--- src/rtl/operand_serial_loader_if.sv ---
// Bus bundle for the serial operand loader: load control, serial bit stream,
// consumer acknowledge, the operand words/enable that feed the gating stage,
// and a debug view of the loader's FSM state and bit counter.
//
// Handshake: a serial bit moves on a rising clk edge only when ser_valid=1 and
// ser_ready=1 in that cycle; ser_in is ignored while ser_valid=0, and
// ser_valid is ignored while ser_ready=0. The producer may drop ser_valid at
// any time (stall); the loader never consumes a bit without ser_ready.
interface operand_serial_loader_if #(
  parameter int n = 4
) ();
  localparam int CW = $clog2(n);

  logic          start;
  logic          clear;
  logic          ser_in;
  logic          ser_valid;
  logic          ser_ready;
  logic          ack;
  logic [n-1:0]  word_a;
  logic [n-1:0]  word_b;
  logic          word_en;
  logic          busy;
  logic [1:0]    dbg_state;
  logic [CW-1:0] dbg_count;

  // Producer/consumer side driving the loader.
  modport master (
    output start, clear, ser_in, ser_valid, ack,
    input  ser_ready, word_a, word_b, word_en, busy, dbg_state, dbg_count
  );

  // The loader itself.
  modport slave (
    input  start, clear, ser_in, ser_valid, ack,
    output ser_ready, word_a, word_b, word_en, busy, dbg_state, dbg_count
  );
endinterface

--- src/rtl/operand_serial_loader.sv ---
// Serial-in operand capture stage. Shifts word A then word B in LSB first,
// then holds both words with word_en high until the consumer acknowledges.
// Every output comes straight from a register, so no input reaches an output
// combinationally.
module operand_serial_loader #(
  parameter int n = 4
) (
  input logic                    clk,
  input logic                    reset,
  operand_serial_loader_if.slave bus
);
  localparam int CW = $clog2(n);
  localparam logic [CW-1:0] LAST = CW'(n - 1);

  typedef enum logic [1:0] {
    IDLE   = 2'd0,
    LOAD_A = 2'd1,
    LOAD_B = 2'd2,
    HOLD   = 2'd3
  } state_t;

  state_t        state_q;
  logic [CW-1:0] cnt_q;
  logic [CW-1:0] cnt_d;
  logic [n-1:0]  word_a_q;
  logic [n-1:0]  word_b_q;
  logic          word_en_q;
  logic          ser_ready_q;
  logic          busy_q;
  logic          bit_acc;

  // A bit is consumed only when both sides agree in this cycle.
  assign bit_acc = bus.ser_valid & ser_ready_q;
  assign cnt_d   = cnt_q + CW'(1);

  // Load FSM; status flags are registered alongside each state change.
  always_ff @(posedge clk or posedge reset) begin
    if (reset) begin
      state_q     <= IDLE;
      cnt_q       <= '0;
      word_a_q    <= '0;
      word_b_q    <= '0;
      word_en_q   <= 1'b0;
      ser_ready_q <= 1'b0;
      busy_q      <= 1'b0;
    end else if (bus.clear) begin
      // Abort wins over start, ack and any bit in flight.
      state_q     <= IDLE;
      cnt_q       <= '0;
      word_a_q    <= '0;
      word_b_q    <= '0;
      word_en_q   <= 1'b0;
      ser_ready_q <= 1'b0;
      busy_q      <= 1'b0;
    end else begin
      case (state_q)
        IDLE: begin
          if (bus.start) begin
            state_q     <= LOAD_A;
            cnt_q       <= '0;
            word_a_q    <= '0;
            word_b_q    <= '0;
            ser_ready_q <= 1'b1;
            busy_q      <= 1'b1;
          end
        end
        LOAD_A: begin
          if (bit_acc) begin
            word_a_q[cnt_q] <= bus.ser_in;
            if (cnt_q == LAST) begin
              state_q <= LOAD_B;
              cnt_q   <= '0;
            end else begin
              cnt_q <= cnt_d;
            end
          end
        end
        LOAD_B: begin
          if (bit_acc) begin
            word_b_q[cnt_q] <= bus.ser_in;
            if (cnt_q == LAST) begin
              state_q     <= HOLD;
              cnt_q       <= '0;
              ser_ready_q <= 1'b0;
              word_en_q   <= 1'b1;
            end else begin
              cnt_q <= cnt_d;
            end
          end
        end
        HOLD: begin
          // Words stay put after ack; only start or clear changes them.
          if (bus.ack) begin
            state_q   <= IDLE;
            word_en_q <= 1'b0;
            busy_q    <= 1'b0;
          end
        end
        default: begin
          state_q     <= IDLE;
          cnt_q       <= '0;
          word_en_q   <= 1'b0;
          ser_ready_q <= 1'b0;
          busy_q      <= 1'b0;
        end
      endcase
    end
  end

  assign bus.ser_ready = ser_ready_q;
  assign bus.word_a    = word_a_q;
  assign bus.word_b    = word_b_q;
  assign bus.word_en   = word_en_q;
  assign bus.busy      = busy_q;
  assign bus.dbg_state = state_q;
  assign bus.dbg_count = cnt_q;
endmodule

--- src/flat_wrapper.sv ---
// flat-port wrapper written by rule: the top's interface ports become plain ports
module operand_serial_loader_flat 
#(
  parameter int n = 4
)
  (clk, reset, bus_start, bus_clear, bus_ser_in, bus_ser_valid, bus_ack, bus_ser_ready, bus_word_a, bus_word_b, bus_word_en, bus_busy, bus_dbg_state, bus_dbg_count);
  operand_serial_loader_if #(.n(n)) bus_i ();
  input logic clk;
  input logic reset;
  input wire logic [$bits(bus_i.start)-1:0] bus_start;
  input wire logic [$bits(bus_i.clear)-1:0] bus_clear;
  input wire logic [$bits(bus_i.ser_in)-1:0] bus_ser_in;
  input wire logic [$bits(bus_i.ser_valid)-1:0] bus_ser_valid;
  input wire logic [$bits(bus_i.ack)-1:0] bus_ack;
  output wire logic [$bits(bus_i.ser_ready)-1:0] bus_ser_ready;
  output wire logic [$bits(bus_i.word_a)-1:0] bus_word_a;
  output wire logic [$bits(bus_i.word_b)-1:0] bus_word_b;
  output wire logic [$bits(bus_i.word_en)-1:0] bus_word_en;
  output wire logic [$bits(bus_i.busy)-1:0] bus_busy;
  output wire logic [$bits(bus_i.dbg_state)-1:0] bus_dbg_state;
  output wire logic [$bits(bus_i.dbg_count)-1:0] bus_dbg_count;
  assign bus_i.start = bus_start;
  assign bus_i.clear = bus_clear;
  assign bus_i.ser_in = bus_ser_in;
  assign bus_i.ser_valid = bus_ser_valid;
  assign bus_i.ack = bus_ack;
  assign bus_ser_ready = bus_i.ser_ready;
  assign bus_word_a = bus_i.word_a;
  assign bus_word_b = bus_i.word_b;
  assign bus_word_en = bus_i.word_en;
  assign bus_busy = bus_i.busy;
  assign bus_dbg_state = bus_i.dbg_state;
  assign bus_dbg_count = bus_i.dbg_count;
  operand_serial_loader #(.n(n)) u_core (.clk(clk), .reset(reset), .bus(bus_i));
endmodule
--- config.mk ---
export PLATFORM = sky130hd
export DESIGN_NAME = operand_serial_loader_flat
export DESIGN_NICKNAME = d
export VERILOG_FILES = /design/src/rtl/operand_serial_loader_if.sv /design/src/rtl/operand_serial_loader.sv /design/src/flat_wrapper.sv
export SDC_FILE = /design/constraint.sdc
export NUM_CORES = 1
export LEC_CHECK = 0
export CORE_ASPECT_RATIO = 0.9
export CORE_MARGIN = 3
export CORE_UTILIZATION = 44
export DETAILED_ROUTE_END_ITERATION = 10
export GPL_ROUTABILITY_DRIVEN = 0
export PLACE_DENSITY = 0.74
export SYNTH_ARGS = -nofsm -noshare
export SYNTH_HDL_FRONTEND = slang
export SYNTH_SLANG_ARGS = --single-unit
--- constraint.sdc ---
create_clock -name clk -period 2 [get_ports clk]
set_clock_uncertainty 0.15 [all_clocks]
set_input_delay 0.4 -clock clk [delete_from_list [all_inputs] [get_ports clk]]
set_output_delay 0.4 -clock clk [all_outputs]
set_load 0.005 [all_outputs]
* After elaboration in Yosys (flattened, before gate mapping)
Index checks and enable logic that the tools add are counted.
** Storage, ports and cells
- Flip-flop bits (word level) :: 15
- Input port bits :: 7
- Output and inout bits :: 15
- Word-level logic and storage cells :: 73
** Cells by class
- Add/subtract/negate cells :: 1
- $lt $le $gt $ge :: 2
- Eq/ne operators :: 11
- Muxes and demuxes :: 36
- Bitwise logic cells :: 1
- Reductions and logical operators :: 15
** Operator list (number)
- two-way mux 2 bit :: 11
- two-way mux 4 bit :: 5
- case mux 4 bit (2 select lines) :: 2
- nonzero test 3 bit :: 5
- != test 3 x 2 -> 1 bit (second input constant) :: 4
- AND reduction 3 bit :: 4
- two-way mux 1 bit :: 10
- bitwise mux 4 bit :: 2
- case mux 2 bit (4 select lines) :: 1
- AND reduction 4 bit :: 2
- == test 2 bit (second input constant) :: 3
- != test 3 bit (second input constant) :: 2
- case mux 1 bit (2 select lines) :: 3
- AND reduction 6 bit :: 1
- case mux 2 bit (2 select lines) :: 1
- less-than comparator 2 x 3 -> 1 bit (second input constant) :: 1
- != test 3 x 1 -> 1 bit (second input constant) :: 1
- adder 2 x 1 -> 2 bit (second input constant) :: 1
- demux 1 bit (select 2 bit) :: 1
- == test 2 x 1 -> 1 bit (second input constant) :: 1
- >= comparator 2 x 1 -> 1 bit (second input constant) :: 1
- logical NOT 2 bit :: 1
- OR reduction 2 bit :: 1
- AND 1 bit :: 1
- logical AND 1 bit :: 1

* Longest topological paths before layout
Gate-level depths: netlist of the first run.
- Depth in word-level cells :: 8
- Depth in mapped cells :: 6
- Depth with buffers taken out :: 6

* Least setup slack after synthesis of the first run
No wires, ideal clock.
- Path type :: reg-to-reg
- Start point :: reg u_core.state_q[0], in the netlist u_core.bus.dbg_state[0]
- End point :: reg u_core.state_q[1], in the netlist u_core.bus.dbg_state[1]
- Setup time :: 0.132 ns
- Arrival time :: 1.655 ns
- Data required time :: 1.718 ns
- Path slack :: 0.064 ns
- Cell stages (with the launch flop) :: 7
- Path buffers :: 0
- Period minus slack after synthesis :: 1.936 ns
- Cells stage by stage :: dfrtp_1 > inv_1 > ha_1 > or2_0 > a221o_2 > mux2i_1 > nor2_1
** Between the ends
- Longest elaborated chain between the ends :: 3
- Elaborated cells on any way between the ends :: 13
- Classes of those cells :: eq/ne: 9; mux: 2; reduce/logical: 2
** RTL lines
- start, declared :: line operand_serial_loader.sv:22 : state_t state_q;
- start signal, assigned :: line operand_serial_loader.sv:39 : state_q <= IDLE;
- start signal, assigned :: line operand_serial_loader.sv:48 : state_q <= IDLE;
- start signal, assigned :: line operand_serial_loader.sv:59 : state_q <= LOAD_A;
- == test 2 bit (tied with other cells) :: line operand_serial_loader.sv:56 : case (state_q)
- != test 3 x 2 -> 1 bit (no source line) (tied with other cells)
- AND reduction 6 bit (no source line) or two-way mux 2 bit (tied branches)
Several ways; a longest one is shown, not always the timed one.
A chain may end at the register's enable or synchronous reset.

* Worst setup path after layout of the first run
- Start point :: reg u_core.state_q[0], in the netlist u_core.bus.dbg_state[0]
- End point :: out bus_dbg_state[0]
** RTL lines
- end, declared :: line flat_wrapper.sv:20 : output wire logic [$bits(bus_i.dbg_state)-1:0] bus_dbg_state;
No word-level cell between the ends.

==> results of run 1 <==
metrics by stage:
| stage | hold WS, ps | power [mW] |
|---|---|---|
| after floorplan | 151.5 | 0.9233 |
| after global placement | 325.2 | 1.216 |
| after detailed placement | 334.7 | 1.248 |
| after CTS | 318.0 | 1.435 |
| after global routing | 342.7 | 1.586 |
| final | 312.8 | 1.465 |
cell families after synthesis:
group                    after synthesis  share of synthesized area
AO/OA/AOI/OAI                         23                     0.1778
XOR/XNOR                               1                   0.009152
adder cells (fa/ha/maj)                9                     0.1176
buffers and inverters                  8                    0.03137
flip-flops                            15                     0.3922
multiplexers                           6                    0.06405
AND/OR/NAND/NOR                       33                     0.2079
how the worst min path moves through the flow:
| stage | from | endpoint | slack (ps) | cells past startpoint |
|---|---|---|---|---|
| finish | reset | u_core.bus.word_a[0] | 310 | 2 |
| global route | reset | u_core.bus.word_a[0] | 340 | 2 |
| CTS | reset | u_core.bus.dbg_count[1] | 320 | 2 |
| detailed placement | u_core.bus.word_b[0] | u_core.bus.word_b[0] | 330 | 1 |
| global placement | u_core.bus.word_a[0] | u_core.bus.word_a[0] | 330 | 2 |
| floorplan | reset | u_core.bus.busy | 150 | 1 |
Yosys cell counts, drive strengths merged:
| library cell | n | area share |
|---|---|---|
| dfrtp | 15 | 0.39 |
| ha | 9 | 0.12 |
| nand2 | 9 | 0.035 |
| nor2 | 9 | 0.035 |
| inv | 7 | 0.027 |
| mux2i | 5 | 0.052 |
| a211oi | 4 | 0.042 |
| a21oi | 4 | 0.021 |
| a22o | 3 | 0.027 |
| and3 | 3 | 0.024 |
| nor3b | 3 | 0.047 |
| o21ai | 3 | 0.016 |
| o22ai | 3 | 0.020 |
| nand3 | 2 | 0.016 |
| a21boi | 1 | 0.0078 |
| a221o | 1 | 0.012 |
| a31o | 1 | 0.0092 |
| a31oi | 1 | 0.0065 |
| and2 | 1 | 0.0065 |
| and2b | 1 | 0.010 |
| clkbuf | 1 | 0.0039 |
| mux2 | 1 | 0.012 |
| nand2b | 1 | 0.0065 |
| nand4 | 1 | 0.0065 |
| nor3 | 1 | 0.0052 |
| o21a | 1 | 0.0078 |
| o32ai | 1 | 0.0092 |
| or2 | 1 | 0.0065 |
| or3b | 1 | 0.0092 |
| xnor2 | 1 | 0.0092 |
worst reg2reg max path, delay by kind of cell (launching register included):
family	cells	cell delay [ps]
AOI/OAI and AO/OA	1	390
buffers and inverters	1	100
xor gates and xnor gates	1	160
and+or+nand+nor	2	300
adders and majority gates	1	260
DFF	1	420
where the power goes:
part	total [mW]	switching, mW	internal (mW)
combinational	0.859	0.409	0.449
clock	0.177	0.0992	0.0776
sequential	0.430	0.0709	0.359
routing by layer:
layer | vias up | track usage | wire length, microns
met4 | 0 | 0.05668 | 21
li1 | 407 | - | -
met5 | - | 0 | 0
met3 | 4 | 0.06528 | 124
met2 | 25 | 0.3189 | 1112
met1 | 408 | 0.2639 | 1061
what timing repair did:
action	in CTS	in global routing
endpoints found under the setup margin	0	4
resized for setup	0	2
endpoints found under the hold margin	0	0
cell type report:
class                   instances  area (sq um)  area share
flip-flops and latches         15         376.6      0.2875
well taps                      25         31.28     0.02388
inverters                       7         26.28     0.02006
multi-input cells              72         564.3      0.4308
clock buffers                   4         26.28     0.02006
repair buffers                 31         285.3      0.2178
sequential cells by signal, summed over array words and instances, names as in the netlist:
register / flops
u_core.bus.word_a: 4
u_core.bus.word_b: 4
u_core.bus.dbg_count: 2
u_core.bus.dbg_state: 2
u_core.bus.busy: 1
u_core.bus.ser_ready: 1
u_core.bus.word_en: 1
==> results.cfg, run 1 <==
[cells_and_area]
nNetsFinal = 146
diodes = 0
post-route-util = 0.6585
fillers = 175
drive_gt1_frac = 0.1938
layout_common_cells = clkdlybuf4s50_1, dfrtp_1, buf_4, nand2_1, nor2_1
design_area_sq_um = 1310
final_common_cell = clkdlybuf4s50_1
syn2layout_area_growth_pct = 36.86
fin_cells = 154

[global_route]
grt_remaining_overflow = 0
grt_pass1_wl_microns = 4043
grt_usage = 0.2033
antenna_found_initial = 0
grt_pass1_vias = 873
grt_max_degree = 16

[critical_path]
rr_startpoint = u_core.bus.dbg_state[1]
critical_path.startpoint = u_core.bus.dbg_state[0]
critPathKind = reg -> out
max_stage_delay_ps = 520
crit_family = buffers and inverters
worstPathMaxFanout = 5
cp_num_cells = 2
cp_data_required_time_ps = 1450
r2r_cells = 6
cp.arrival_ps = 1370
path_cells = buf_4 -> clkdlybuf4s50_1
critPathCaptureType = output pin
cp_slowest_cell = clkdlybuf4s50_1
r2r_end = u_core.bus.dbg_state[0]
cp_num_buf_inv = 2
crit_end = bus_dbg_state[0]
startpoint_type = register
regToRegSetupSlack_ps = 140

[synthesis]
synth_nets = 111
netlist_instances = 95
ys_types = 33
synth_area_sq_um = 957.2
syn_avg_cell_area_sq_um = 10.08
synth-seq-cells = 15
seq_area_frac_synth = 0.3922
synth.yosys.warnings = 0

[min_path]
min_path_type = in -> async

[sta]
final.setup.worst_slack_ps = 77.38
setup_viol = 0
min_period_ps = 1923
fmax_mhz = 520.1
tns_ps = 0
post-route-period-util = 0.9613
slew_violations = 0
max_slew.worst_pin.slew_ps = 588.3
slew_headroom = 0.6074
rsz0062_at_grt = no
hold_viol = 0

[cts]
cts_sinks = 15
root_buffer = clkbuf_4
clkSlewWorstSetupHoldPaths_ps = 90
cts_setup_buffers = 0
insertion_delay_ps = 290
numCtsBuffers = 3
cts_tree = yes
htreeDepth = 1
holdBufCountCts = 0
max-clock-path-buffers = 2

[power_and_ir_drop]
peakVddDrop_mv = 0.7554
p_leak_nw = 0.5712
p_per_area_nw_per_um2 = 1119

[floorplan]
start_util = 0.4811
dieArea_sq_um = 2772
die_h_microns = 50.25
dieWidth_microns = 55.17
row_count = 15
core_sq_um = 1989
ios = 22

[detailed_routing]
wl_microns = 2319
drt_iter0_drc = 19
num_vias = 844
post_drt_via_cell_ratio = 5.481
drc = 0
firstDrtPassIters = 4
drt-wirelength-per-cell_microns = 15.06
ant_nets = 0

[run_status]
status = completed

[placed_design]
dp_slack_ps = -27.02
dpl.hpwl_microns = 1778
placedCellCount = 150
io_buffers = 21
placedInstanceArea_sq_um = 1270

[job]
cap_viol_max_count = 0
Power figures use the tool's default switching activity.
==> run 2: changes to the inputs <==
Settings changed: PLACE_DENSITY 0.74 to 0.77.
==> results.cfg, run 2 (same netlist as run 1, synthesis figures left out) <==
[run_status]
status = completed

[global_route]
grt_usage = 0.1891
grt_remaining_overflow = 0
antenna_found_initial = 0
grt_max_degree = 16
grt_pass1_vias = 858
grt_pass1_wl_microns = 3864

[floorplan]
ios = 22
dieArea_sq_um = 2772
die_h_microns = 50.25
start_util = 0.4811
core_sq_um = 1989
row_count = 15
dieWidth_microns = 55.17

[critical_path]
worstPathMaxFanout = 5
critPathCaptureType = output pin
critPathKind = reg -> out
r2r_cells = 6
cp_data_required_time_ps = 1450
cp.arrival_ps = 1350
startpoint_type = register

[power_and_ir_drop]
p_leak_nw = 0.5641
peakVddDrop_mv = 0.8399
p_per_area_nw_per_um2 = 1095

[cts]
root_buffer = clkbuf_4
cts_tree = yes
cts_sinks = 15
clkSlewWorstSetupHoldPaths_ps = 100
insertion_delay_ps = 290
max-clock-path-buffers = 2
htreeDepth = 1
holdBufCountCts = 0
numCtsBuffers = 3

[sta]
slew_violations = 0
min_period_ps = 1902
max_slew.worst_pin.slew_ps = 600.8
setup_viol = 0
hold_viol = 0
rsz0062_at_grt = no
slew_headroom = 0.5990
final.setup.worst_slack_ps = 97.97
post-route-period-util = 0.9510
fmax_mhz = 525.8

[min_path]
min_path_type = in -> async

[detailed_routing]
firstDrtPassIters = 4
drt-wirelength-per-cell_microns = 14.71
num_vias = 820
wl_microns = 2236
drt_iter0_drc = 4
ant_nets = 0
post_drt_via_cell_ratio = 5.395
drc = 0

[cells_and_area]
layout_common_cells = clkdlybuf4s50_1, dfrtp_1, nand2_1, nor2_1, ha_1
drive_gt1_frac = 0.1811
final_common_cell = clkdlybuf4s50_1
fillers = 184
fin_cells = 152
syn2layout_area_growth_pct = 34.12
diodes = 0
nNetsFinal = 144

[placed_design]
io_buffers = 21
dpl.hpwl_microns = 1687
placedCellCount = 148
dp_slack_ps = -47.64

[job]
cap_viol_max_count = 0
run 2: changes by cell type in the layout (fill, tap and decap cells not counted):
cell,change
buf_4,-2
clkbuf_1,-1
clkinv_2,+1
ha_1,+1
ha_4,-1
run 2: repair_timing:
item                       4_1_cts  5_1_grt
setup endpoints to repair        0        4
setup buffers                    0        0
gates resized for setup          0        1
run 2: through the flow:
| stage | area (sq um) | hold slack (ps) | util | power (mW) | TNS (ps) |
|---|---|---|---|---|---|
| after floorplan | 957.2 | 151.5 | - | 0.9233 | 0 |
| after global placement | 1255 | 328.1 | 0.6308 | 1.205 | -12.10 |
| after detailed placement | 1255 | 333.0 | 0.6308 | 1.226 | -147.9 |
| after CTS | 1282 | 330.9 | 0.6447 | 1.413 | 0 |
| after global routing | 1284 | 344.7 | 0.6453 | 1.524 | 0 |
| final | 1284 | 312.8 | 0.6453 | 1.406 | 0 |
run 2: area by class of cell:
type | instances | area (sq um) | area share
inverter | 7 | 26.28 | 0.02047
multi-input combinational | 72 | 551.8 | 0.4298
sequential | 15 | 376.6 | 0.2934
tap | 25 | 31.28 | 0.02437
clock buffer | 3 | 22.52 | 0.01754
clock inverter | 1 | 5.005 | 0.003899
timing repair buffer | 29 | 270.3 | 0.2105
run 2: path summary, 6_finish.rpt:
path / from / end / slack (ps)
max: u_core.bus.dbg_state[0] / bus_dbg_state[0] / 100
min: reset / u_core.bus.dbg_count[1] / 310
max reg2reg: u_core.bus.dbg_state[1] / u_core.bus.dbg_state[1] / 140
min reg2reg: u_core.bus.word_a[0] / u_core.bus.word_a[0] / 350
max in group asynchronous: reset / u_core.bus.dbg_state[1] / 960
min in group clk: u_core.bus.word_a[0] / u_core.bus.word_a[0] / 350
run 2: where the power goes:
group	switching, mW	internal (mW)
Sequential	0.0717	0.359
Clock	0.109	0.0744
Combinational	0.386	0.406
Total	0.567	0.840
run 2: critical path, cell delays in order (launching register included):
cell             delay [ps]
dfrtp_1                 390
buf_4                   170
clkdlybuf4s50_1         500
run 2: layer usage:
layer / track usage / up-vias / part of all wire
li1: - / 408 / -
met1: 0.2601 / 389 / 0.49
met2: 0.2953 / 19 / 0.46
met3: 0.04748 / 4 / 0.035
met4: 0.04049 / 0 / 0.012
met5: 0 / - / 0
